$ cat src/rtl/cpu_pkg.sv
// Shared definitions for the ALU issue controller: widths, instruction field
// positions, opcode encodings and the controller FSM state type.
package cpu_pkg;

    localparam int unsigned DW       = 24;
    localparam int unsigned INSTR_W  = 16;
    localparam int unsigned OP_W     = 4;
    localparam int unsigned REG_AW   = 4;
    localparam int unsigned NUM_REGS = 16;

    // Instruction layout: [15:12] op, [11:8] rd, [7:4] ra, [3:0] rb
    localparam int unsigned OP_LSB = 12;
    localparam int unsigned RD_LSB = 8;
    localparam int unsigned RA_LSB = 4;
    localparam int unsigned RB_LSB = 0;

    localparam logic [OP_W-1:0] OP_ADD = 4'h0;
    localparam logic [OP_W-1:0] OP_SUB = 4'h1;
    localparam logic [OP_W-1:0] OP_MUL = 4'h2;
    localparam logic [OP_W-1:0] OP_XOR = 4'h3;
    localparam logic [OP_W-1:0] OP_INV = 4'h4;
    localparam logic [OP_W-1:0] OP_AND = 4'h5;
    localparam logic [OP_W-1:0] OP_OR  = 4'h6;
    localparam logic [OP_W-1:0] OP_LDI = 4'h8;

    typedef enum logic {
        IDLE = 1'b0,
        EXEC = 1'b1
    } state_e;

    // Opcodes 0..6 are forwarded to the ALU
    function automatic logic is_alu_op(input logic [OP_W-1:0] op);
        return (op <= OP_OR);
    endfunction

endpackage

$ cat src/rtl/alu_regfile.sv
// 16 x DW register file: two combinational operand read ports, one debug read
// port and one synchronous write port. r0 always reads zero and ignores writes.
// Ports: clk/rst_n; we_i/waddr_i/wdata_i write port; raddr_{a,b,dbg}_i and
// rdata_{a,b,dbg}_o read ports.
module alu_regfile #(
    parameter int unsigned DW = 24
) (
    input  logic                       clk,
    input  logic                       rst_n,
    input  logic                       we_i,
    input  logic [cpu_pkg::REG_AW-1:0] waddr_i,
    input  logic [DW-1:0]              wdata_i,
    input  logic [cpu_pkg::REG_AW-1:0] raddr_a_i,
    input  logic [cpu_pkg::REG_AW-1:0] raddr_b_i,
    input  logic [cpu_pkg::REG_AW-1:0] raddr_dbg_i,
    output logic [DW-1:0]              rdata_a_o,
    output logic [DW-1:0]              rdata_b_o,
    output logic [DW-1:0]              rdata_dbg_o
);
    import cpu_pkg::*;

    logic [DW-1:0] rf_q [NUM_REGS];

    // Storage; writes to r0 are dropped
    always_ff @(posedge clk or negedge rst_n) begin
        if (!rst_n) begin
            for (int i = 0; i < NUM_REGS; i++) begin
                rf_q[i] <= '0;
            end
        end else if (we_i && (waddr_i != '0)) begin
            rf_q[waddr_i] <= wdata_i;
        end
    end

    assign rdata_a_o   = (raddr_a_i   == '0) ? '0 : rf_q[raddr_a_i];
    assign rdata_b_o   = (raddr_b_i   == '0) ? '0 : rf_q[raddr_b_i];
    assign rdata_dbg_o = (raddr_dbg_i == '0) ? '0 : rf_q[raddr_dbg_i];

endmodule

$ cat src/rtl/alu_issue_ctrl.sv
// Issue controller for a DW-bit ALU: accepts 16-bit instructions on a
// valid/ready handshake, reads operands from the register file, drives the
// ALU, waits ALU_LAT edges, then writes alu_result back to rd.
// Ports: instr/instr_valid/instr_ready instruction handshake; alu_a/alu_b/
// alu_op/alu_result ALU interface; done/illegal_op retire pulses;
// dbg_addr/dbg_data debug read; flag_z/flag_n status flags.
// Optional feature macro: ALU_STATUS_FLAGS_EN (flags track every rf write;
// when undefined the flags are tied low).
module alu_issue_ctrl #(
    parameter int unsigned ALU_LAT = 1,
    parameter int unsigned DW      = cpu_pkg::DW
) (
    input  logic                        clk,
    input  logic                        rst_n,
    input  logic [cpu_pkg::INSTR_W-1:0] instr,
    input  logic                        instr_valid,
    output logic                        instr_ready,
    output logic [DW-1:0]               alu_a,
    output logic [DW-1:0]               alu_b,
    output logic [cpu_pkg::OP_W-1:0]    alu_op,
    input  logic [DW-1:0]               alu_result,
    output logic                        done,
    output logic                        illegal_op,
    input  logic [cpu_pkg::REG_AW-1:0]  dbg_addr,
    output logic [DW-1:0]               dbg_data,
    output logic                        flag_z,
    output logic                        flag_n
);
    import cpu_pkg::*;

    localparam int unsigned CNT_W = 4;

    state_e             state_q, state_d;
    logic [CNT_W-1:0]   cnt_q, cnt_d;
    logic [REG_AW-1:0]  rd_q, rd_d;
    logic [DW-1:0]      alu_a_q, alu_a_d;
    logic [DW-1:0]      alu_b_q, alu_b_d;
    logic [OP_W-1:0]    alu_op_q, alu_op_d;
    logic               done_q, done_d;
    logic               illegal_q, illegal_d;

    logic [OP_W-1:0]    op_f;
    logic [REG_AW-1:0]  rd_f, ra_f, rb_f;
    logic               rf_we;
    logic [REG_AW-1:0]  rf_waddr;
    logic [DW-1:0]      rf_wdata;
    logic [DW-1:0]      rf_rdata_a, rf_rdata_b;

    assign op_f = instr[OP_LSB +: OP_W];
    assign rd_f = instr[RD_LSB +: REG_AW];
    assign ra_f = instr[RA_LSB +: REG_AW];
    assign rb_f = instr[RB_LSB +: REG_AW];

    alu_regfile #(.DW(DW)) u_regfile (
        .clk         (clk),
        .rst_n       (rst_n),
        .we_i        (rf_we),
        .waddr_i     (rf_waddr),
        .wdata_i     (rf_wdata),
        .raddr_a_i   (ra_f),
        .raddr_b_i   (rb_f),
        .raddr_dbg_i (dbg_addr),
        .rdata_a_o   (rf_rdata_a),
        .rdata_b_o   (rf_rdata_b),
        .rdata_dbg_o (dbg_data)
    );

    // State and output registers
    always_ff @(posedge clk or negedge rst_n) begin
        if (!rst_n) begin
            state_q   <= IDLE;
            cnt_q     <= '0;
            rd_q      <= '0;
            alu_a_q   <= '0;
            alu_b_q   <= '0;
            alu_op_q  <= '0;
            done_q    <= 1'b0;
            illegal_q <= 1'b0;
        end else begin
            state_q   <= state_d;
            cnt_q     <= cnt_d;
            rd_q      <= rd_d;
            alu_a_q   <= alu_a_d;
            alu_b_q   <= alu_b_d;
            alu_op_q  <= alu_op_d;
            done_q    <= done_d;
            illegal_q <= illegal_d;
        end
    end

    // Next-state, issue and writeback decisions
    always_comb begin
        state_d   = state_q;
        cnt_d     = cnt_q;
        rd_d      = rd_q;
        alu_a_d   = alu_a_q;
        alu_b_d   = alu_b_q;
        alu_op_d  = alu_op_q;
        done_d    = 1'b0;
        illegal_d = 1'b0;
        rf_we     = 1'b0;
        rf_waddr  = rd_f;
        rf_wdata  = '0;

        case (state_q)
            IDLE: begin
                if (instr_valid) begin
                    if (is_alu_op(op_f)) begin
                        alu_a_d  = rf_rdata_a;
                        alu_b_d  = rf_rdata_b;
                        alu_op_d = op_f;
                        rd_d     = rd_f;
                        cnt_d    = CNT_W'(ALU_LAT - 1);
                        state_d  = EXEC;
                    end else if (op_f == OP_LDI) begin
                        // Immediate write lands at the accept edge; no EXEC visit
                        rf_we    = 1'b1;
                        rf_waddr = rd_f;
                        rf_wdata = DW'({ra_f, rb_f});
                        done_d   = 1'b1;
                    end else begin
                        illegal_d = 1'b1;
                    end
                end
            end
            EXEC: begin
                if (cnt_q == '0) begin
                    rf_we    = 1'b1;
                    rf_waddr = rd_q;
                    rf_wdata = alu_result;
                    done_d   = 1'b1;
                    state_d  = IDLE;
                end else begin
                    cnt_d = cnt_q - CNT_W'(1);
                end
            end
            default: state_d = IDLE;
        endcase
    end

    assign instr_ready = (state_q == IDLE);
    assign alu_a       = alu_a_q;
    assign alu_b       = alu_b_q;
    assign alu_op      = alu_op_q;
    assign done        = done_q;
    assign illegal_op  = illegal_q;

`ifdef ALU_STATUS_FLAGS_EN
    logic flag_z_q, flag_n_q;

    // Flags follow every register write, including discarded r0 writes
    always_ff @(posedge clk or negedge rst_n) begin
        if (!rst_n) begin
            flag_z_q <= 1'b0;
            flag_n_q <= 1'b0;
        end else if (rf_we) begin
            flag_z_q <= (rf_wdata == '0);
            flag_n_q <= rf_wdata[DW-1];
        end
    end

    assign flag_z = flag_z_q;
    assign flag_n = flag_n_q;
`else
    assign flag_z = 1'b0;
    assign flag_n = 1'b0;
`endif

endmodule

$ cat config.mk
export PLATFORM = sky130hd
export DESIGN_NAME = alu_issue_ctrl
export DESIGN_NICKNAME = d
export VERILOG_FILES = /design/src/rtl/cpu_pkg.sv /design/src/rtl/alu_regfile.sv /design/src/rtl/alu_issue_ctrl.sv
export SDC_FILE = /design/constraint.sdc
export NUM_CORES = 1
export LEC_CHECK = 0
export CORE_MARGIN = 2
export CORE_UTILIZATION = 40
export CTS_CLUSTER_DIAMETER = 100
export DETAILED_ROUTE_END_ITERATION = 12
export GPL_TIMING_DRIVEN = 0
export PLACE_DENSITY = 0.54
export SLEW_MARGIN = 10
export SYNTH_ARGS = -nofsm -noshare
export SYNTH_HDL_FRONTEND = slang
export SYNTH_SLANG_ARGS = --single-unit
$ cat constraint.sdc
create_clock -name clk -period 2.9 [get_ports clk]
set_input_delay 0.435 -clock clk [delete_from_list [all_inputs] [get_ports clk]]
set_output_delay 0.435 -clock clk [all_outputs]
set_load 0.01 [all_outputs]
==> flow_summary.json, run 1 <==
{
  "dr.first_iter.drc_count": 1858,
  "syn2layout_area_growth_pct": 21.52,
  "fmax_ghz": 0.3357,
  "synthCells": 1737,
  "yosysTopAreaCellShare_pct": 43.35,
  "antenna_found_initial": 0,
  "hold_ws_ns": 0.4225,
  "grt_overflow": 0,
  "grt_pass1_vias": 18970,
  "criticalPathCategory": "input port to register",
  "combinationalPowerShare_pct": 20.8,
  "clk_latency_ns": 0.62,
  "synth.most_common_cell": "dfrtp_1",
  "fillers": 5572,
  "cts_tree": "done",
  "viasPerCell": 6.473,
  "seqPwrFrac_pct": 39.4,
  "min_period_ns": 2.979,
  "routed_wl_microns": 102200,
  "synth_edf_count": 0,
  "ys_types": 50,
  "clkPwrFrac_pct": 39.8,
  "final_core_util_pct": 48.90,
  "status": "complete, but fails checks",
  "via_count": 18540,
  "async_reset_ff_share_pct": 100.0,
  "drc": 0,
  "internal_power_mw": 13.10,
  "endpoint_kind": "register",
  "drive_above_1_share_pct": 45.17,
  "grt_usage_pct": 30.97,
  "total_power_mw": 18.65,
  "yosysSeqAreaShare_pct": 43.35,
  "power_density_nw_per_um2": 594.9,
  "nets": 2011,
  "slew_viol_final": 0,
  "syn-mean-instance-area_sq_um": 14.85,
  "finalSetupViolCount": 7,
  "finalHoldViolCount": 0,
  "gp_congestion": 0.8659,
  "maxCapViolations": 0,
  "p_switching_mw": 5.547,
  "critPathArrivalTime_ns": 3.43,
  "port_buffers": 116,
  "hp-class": "input port to async pin",
  "synth_top_cells_by_area": "dfrtp_1 (43%), mux4_2 (23%), mux2_2 (14%)",
  "ant_nets": 0,
  "setup_slack_ns": -0.07903,
  "first_pass_iters": 5,
  "core-area_sq_um": 64120,
  "synth_area_sq_um": 25800,
  "grt_max_degree": 105,
  "rsz0062_at_grt": "true",
  "yosysTopAreaCell": "dfrtp_1",
  "ys.warnings.count": 0,
  "path_max_fanout": 10,
  "clock_skew_ns": 0.01877,
  "cts_sinks": 447,
  "violations": "setup timing",
  "hpwl_microns": 65640,
  "relSlewSlack_pct": 4.858,
  "cp.required_ns": 3.35,
  "cts_max_level": 2,
  "synth_common_cells": "dfrtp_1 (447), mux2_2 (332), mux4_2 (264)",
  "clk_path_buf_depth": 3,
  "leakage_nw": 13.83,
  "cts_buffers": 54,
  "post_drt_wl_per_cell_microns": 35.69,
  "cts.clk_slew.worst_paths_ns": 0.06,
  "rows": 93,
  "fin_setup_tns_ns": -0.1953,
  "ys_ff_latch": 447,
  "p_sw_share_pct": 29.74,
  "die_h_microns": 258.0,
  "root_buffer": "clkbuf_16",
  "irDropWorstVdd_uv": 413.2,
  "tightest_slew_ns": 1.427,
  "grt_pass1_wl_microns": 144200,
  "chipWidth_microns": 258.0,
  "dieArea_sq_um": 66550,
  "period_share_pct": 102.7,
  "initial_core_util_pct": 40.24,
  "synth_flop_cell": "dfrtp_1",
  "worst_setup_path_start_kind": "input port",
  "ios": 128
}
-- layout make-up --
| cell class | instances | area, sq um | share of cell area (%) |
|---|---|---|---|
| inverters | 4 | 18.77 | 0.05986 |
| clock buffers | 86 | 1705 | 5.439 |
| well taps | 855 | 1070 | 3.412 |
| diodes | 1 | 2.502 | 0.007981 |
| flip-flops and latches | 447 | 11190 | 35.68 |
| plain buffers | 198 | 1486 | 4.741 |
| clock inverters | 16 | 234.0 | 0.7462 |
| repair buffers | 170 | 1684 | 5.371 |
| multi-input cells | 1087 | 13970 | 44.55 |
-- power groups by stage --
stage | combinational, mW | clock (mW) | sequential [mW]
final | 3.89 | 7.42 | 7.35
after global routing | 4.07 | 7.78 | 7.44
after CTS | 3.81 | 7.50 | 7.33
after detailed placement | 3.64 | 0 | 7.43
after global placement | 3.57 | 0 | 7.40
after floorplan | 2.17 | 0 | 7.30
-- metrics by stage --
| stage | instances | cell area [sq um] | setup slack (ns) |
|---|---|---|---|
| final | 2864 | 31350 | -0.07903 |
| after global placement | 2709 | 28040 | -19.19 |
| after floorplan | 1738 | 25810 | 0.2210 |
| after CTS | 2849 | 31080 | -0.04571 |
| after global routing | 2863 | 31350 | -0.01418 |
| after detailed placement | 2714 | 28180 | -2.479 |
-- placed cells by master, fill, tap and decap left out, types with 16 or more instances in the layout --
cell             Yosys  layout
clkbuf_16            0      63
clkbuf_8             0      22
mux2i_1            146     142
and2_1              20      20
nand2_1             77      77
dlygate4sd2_1        0      18
mux2_2             332     331
dfrtp_1            447     447
buf_1               44      29
clkbuf_2             0      21
buf_12               0      20
mux2_1              31      31
a22o_1              16      16
clkbuf_1            92      73
mux4_2             264     264
buf_4               20      63
o221ai_1            48      48
buf_2               38      22
clkdlybuf4s50_1      0      90
a22oi_1             24      24
-- registers in the layout (all words and copies together), names as in the netlist --
| name | cells |
|---|---|
| alu_a | 24 |
| alu_b | 24 |
| alu_op | 4 |
| cnt_q | 4 |
| done | 1 |
| illegal_op | 1 |
| rd_q | 4 |
| state_q | 1 |
| u_regfile.rf_q | 384 |
-- routing by layer --
metal	share of wire, %	global-route usage, %	routed length [microns]	vias to the layer above
li1	-	-	-	7331
met1	41	41.93	41640	9972
met2	46	48.41	47030	959
met3	8.0	6.449	8226	278
met4	5.2	13.52	5327	0
met5	0	0	0	-
-- critical path, stage by stage --
cell,delay (ns)
clkbuf_1,0.39
clkbuf_1,0.81
clkbuf_1,0.90
mux4_2,0.42
mux2i_1,0.27
o221ai_1,0.18
-- repair_timing --
action	in CTS	in global routing
setup buffers	34	14
gates resized for setup	201	43
hold buffers	1	0
hold endpoints to repair	86	0
setup endpoints to repair	392	336
pin swaps	13	8
-- worst paths after layout --
check	start	cells past startpoint	slack, ns	end
setup / recovery	instr[1]	6	-0.08	alu_b[12]
hold / removal	rst_n	2	0.42	u_regfile.rf_q[363]
setup reg to reg	state_q	7	0.04	alu_b[20]
hold reg to reg	alu_op[1]	2	0.48	alu_op[1]
max in group asynchronous	rst_n	4	1.09	u_regfile.rf_q[207]
min in group clk	instr[8]	3	0.46	rd_q[0]
-- cells by family after synthesis --
logic type,count (synthesis),synth area share (%)
muxes,774,44.60
other,1,0.01453
AOI/OAI and AO/OA,163,5.373
and+or+nand+nor,144,2.876
xor gates and xnor gates,2,0.06790
buffers and inverters,204,3.617
adders and majority gates,2,0.09697
DFF,447,43.35
Note: power is estimated with default switching activity, not from simulation.
==> run 2, diff against run 1 <==
REMOVE_ABC_BUFFERS = 1   (was not set)
==> run 2 against run 1 <==
Effect of this change: the run now ends clean; non-clock buffer count shrank 150; clock skew up 0.0013 ns; register-to-register slack improved by 0.04 ns; worst setup slack better by 0.14 ns; count of clock-buffer cells in the layout decreased by 2.
==> flow_summary.json, run 2 (synthesis results as in run 1) <==
{
  "routed_wl_microns": 83130,
  "clk_latency_ns": 0.61,
  "power_density_nw_per_um2": 561.4,
  "fillers": 5411,
  "clk_path_buf_depth": 3,
  "drive_above_1_share_pct": 45.19,
  "dp_slack_ns": -1.334,
  "port_buffers": 125,
  "setup_slack_ns": 0.06435,
  "stdcell_count": 2706,
  "hpwl_microns": 50320,
  "cts_buffers": 52,
  "min_period_ns": 2.836,
  "worst_setup_path_start_kind": "input port",
  "dieArea_sq_um": 66550,
  "path_max_fanout": 15,
  "first_pass_iters": 5,
  "cp_slowest_stage_delay_ns": 0.56,
  "final_cell_mix": "dfrtp_1 (447), mux2_2 (332), mux4_2 (264), mux2i_1 (144), clkdlybuf4s50_1 (93)",
  "cts_sinks": 447,
  "core-area_sq_um": 64120,
  "antenna_found_initial": 3,
  "finalHoldViolCount": 0,
  "status": "complete, no violations",
  "root_buffer": "clkbuf_16",
  "maxCapViolations": 0,
  "slew_viol_final": 0,
  "crit_path_top_delay_cell": "clkdlybuf4s50_1",
  "grt_pass1_vias": 17660,
  "fmax_ghz": 0.3527,
  "rsz0062_at_grt": "true",
  "rows": 93,
  "post_drt_wl_per_cell_microns": 30.72,
  "regMostFlops": "u_regfile.rf_q",
  "criticalPathCategory": "input port to output port",
  "grt_pass1_wl_microns": 122700,
  "tightest_slew_ns": 0.8424,
  "cts.clk_slew.worst_paths_ns": 0.06,
  "finalSetupViolCount": 0,
  "final_core_util_pct": 48.24,
  "cts_tree": "done",
  "ant_nets": 0,
  "dr.first_iter.drc_count": 1147,
  "path_cells": "buf_16 > buf_16 > nor2b_4 > buf_8 > a221oi_2 > a22oi_1 > a21oi_1 > clkdlybuf4s50_1",
  "mostFrequentLayoutCell": "dfrtp_1",
  "cts_max_level": 2,
  "viasPerCell": 6.269,
  "critPathArrivalTime_ns": 2.40,
  "drc": 0,
  "grt_overflow": 0,
  "initial_core_util_pct": 40.24,
  "cp.required_ns": 2.47,
  "dp_cells": 2580,
  "largest_reg_flops": 384,
  "grt_usage_pct": 25.27,
  "irDropWorstVdd_uv": 436.6,
  "period_share_pct": 97.78,
  "endpoint_kind": "output port",
  "hp-class": "input port to async pin",
  "chipWidth_microns": 258.0,
  "leakage_nw": 13.62,
  "path_common_cell": "buf_16",
  "ios": 128,
  "clock_skew_ns": 0.02008,
  "gp_congestion": 0.7400,
  "grt_max_degree": 106,
  "die_h_microns": 258.0,
  "via_count": 16970,
  "relSlewSlack_pct": 43.84,
  "syn2layout_area_growth_pct": 19.87,
  "nets": 1859
}
==> run 2: timing repair <==
item / CTS / global route
resized for setup: 61 / 21
gates cloned: 8 / 0
hold buffers: 1 / 0
buffers inserted: 20 / 2
pin swaps: 14 / 3
endpoints found under the hold margin: 62 / 0
setup endpoints to repair: 382 / 121
==> run 2: routing by layer <==
layer,vias up,share of wire (%),GRT usage (%)
li1,7033,-,-
met5,-,0,0
met4,0,3.3,8.879
met1,9222,41,33.61
met3,147,5.6,4.388
met2,563,50,41.87
==> run 2: area by class of cell <==
class / instances / area [sq um] / area share [%]
flip-flops and latches: 447 / 11190 / 36.16
multi-input cells: 1087 / 14040 / 45.41
clock inverters: 10 / 61.31 / 0.1982
clock buffers: 84 / 1563 / 5.053
repair buffers: 218 / 2985 / 9.652
diodes: 1 / 2.502 / 0.008091
inverters: 4 / 17.52 / 0.05663
well taps: 855 / 1070 / 3.459
==> run 2: report_power, final <==
part | internal, mW | total (mW) | switching, mW
Combinational | 1.76 | 3.62 | 1.86
Clock | 3.66 | 6.39 | 2.73
Sequential | 6.81 | 7.36 | 0.542
==> run 2: metrics by stage <==
step	hold slack, ns	TNS, ns	total power, mW	area (sq um)
after global placement	0.3931	-	10.75	27210
after global routing	0.3967	-0.02860	18.08	30930
after detailed placement	0.4013	-178.53	10.91	28510
after floorplan	0.1394	-48.13	9.178	24890
final	0.3699	0	17.36	30930
after CTS	0.3597	-0.0008769	17.50	30800
==> run 2: final timing paths <==
kind / from / end / slack (ns) / depth (start not counted)
max: dbg_addr[1] / dbg_data[0] / 0.06 / 8
min: rst_n / u_regfile.rf_q[357] / 0.37 / 2
max reg2reg: cnt_q[0] / u_regfile.rf_q[35] / 0.08 / 8
min reg2reg: u_regfile.rf_q[369] / u_regfile.rf_q[369] / 0.41 / 0
max in group asynchronous: rst_n / u_regfile.rf_q[223] / 1.12 / 4
min in group clk: u_regfile.rf_q[369] / u_regfile.rf_q[369] / 0.41 / 0
==> run 2: worst max-delay path: cells and delay by family <==
family / cells / cell delay, ns
simple gates: 1 / 0.18
compound gates: 3 / 0.65
buf+inv: 4 / 1.09
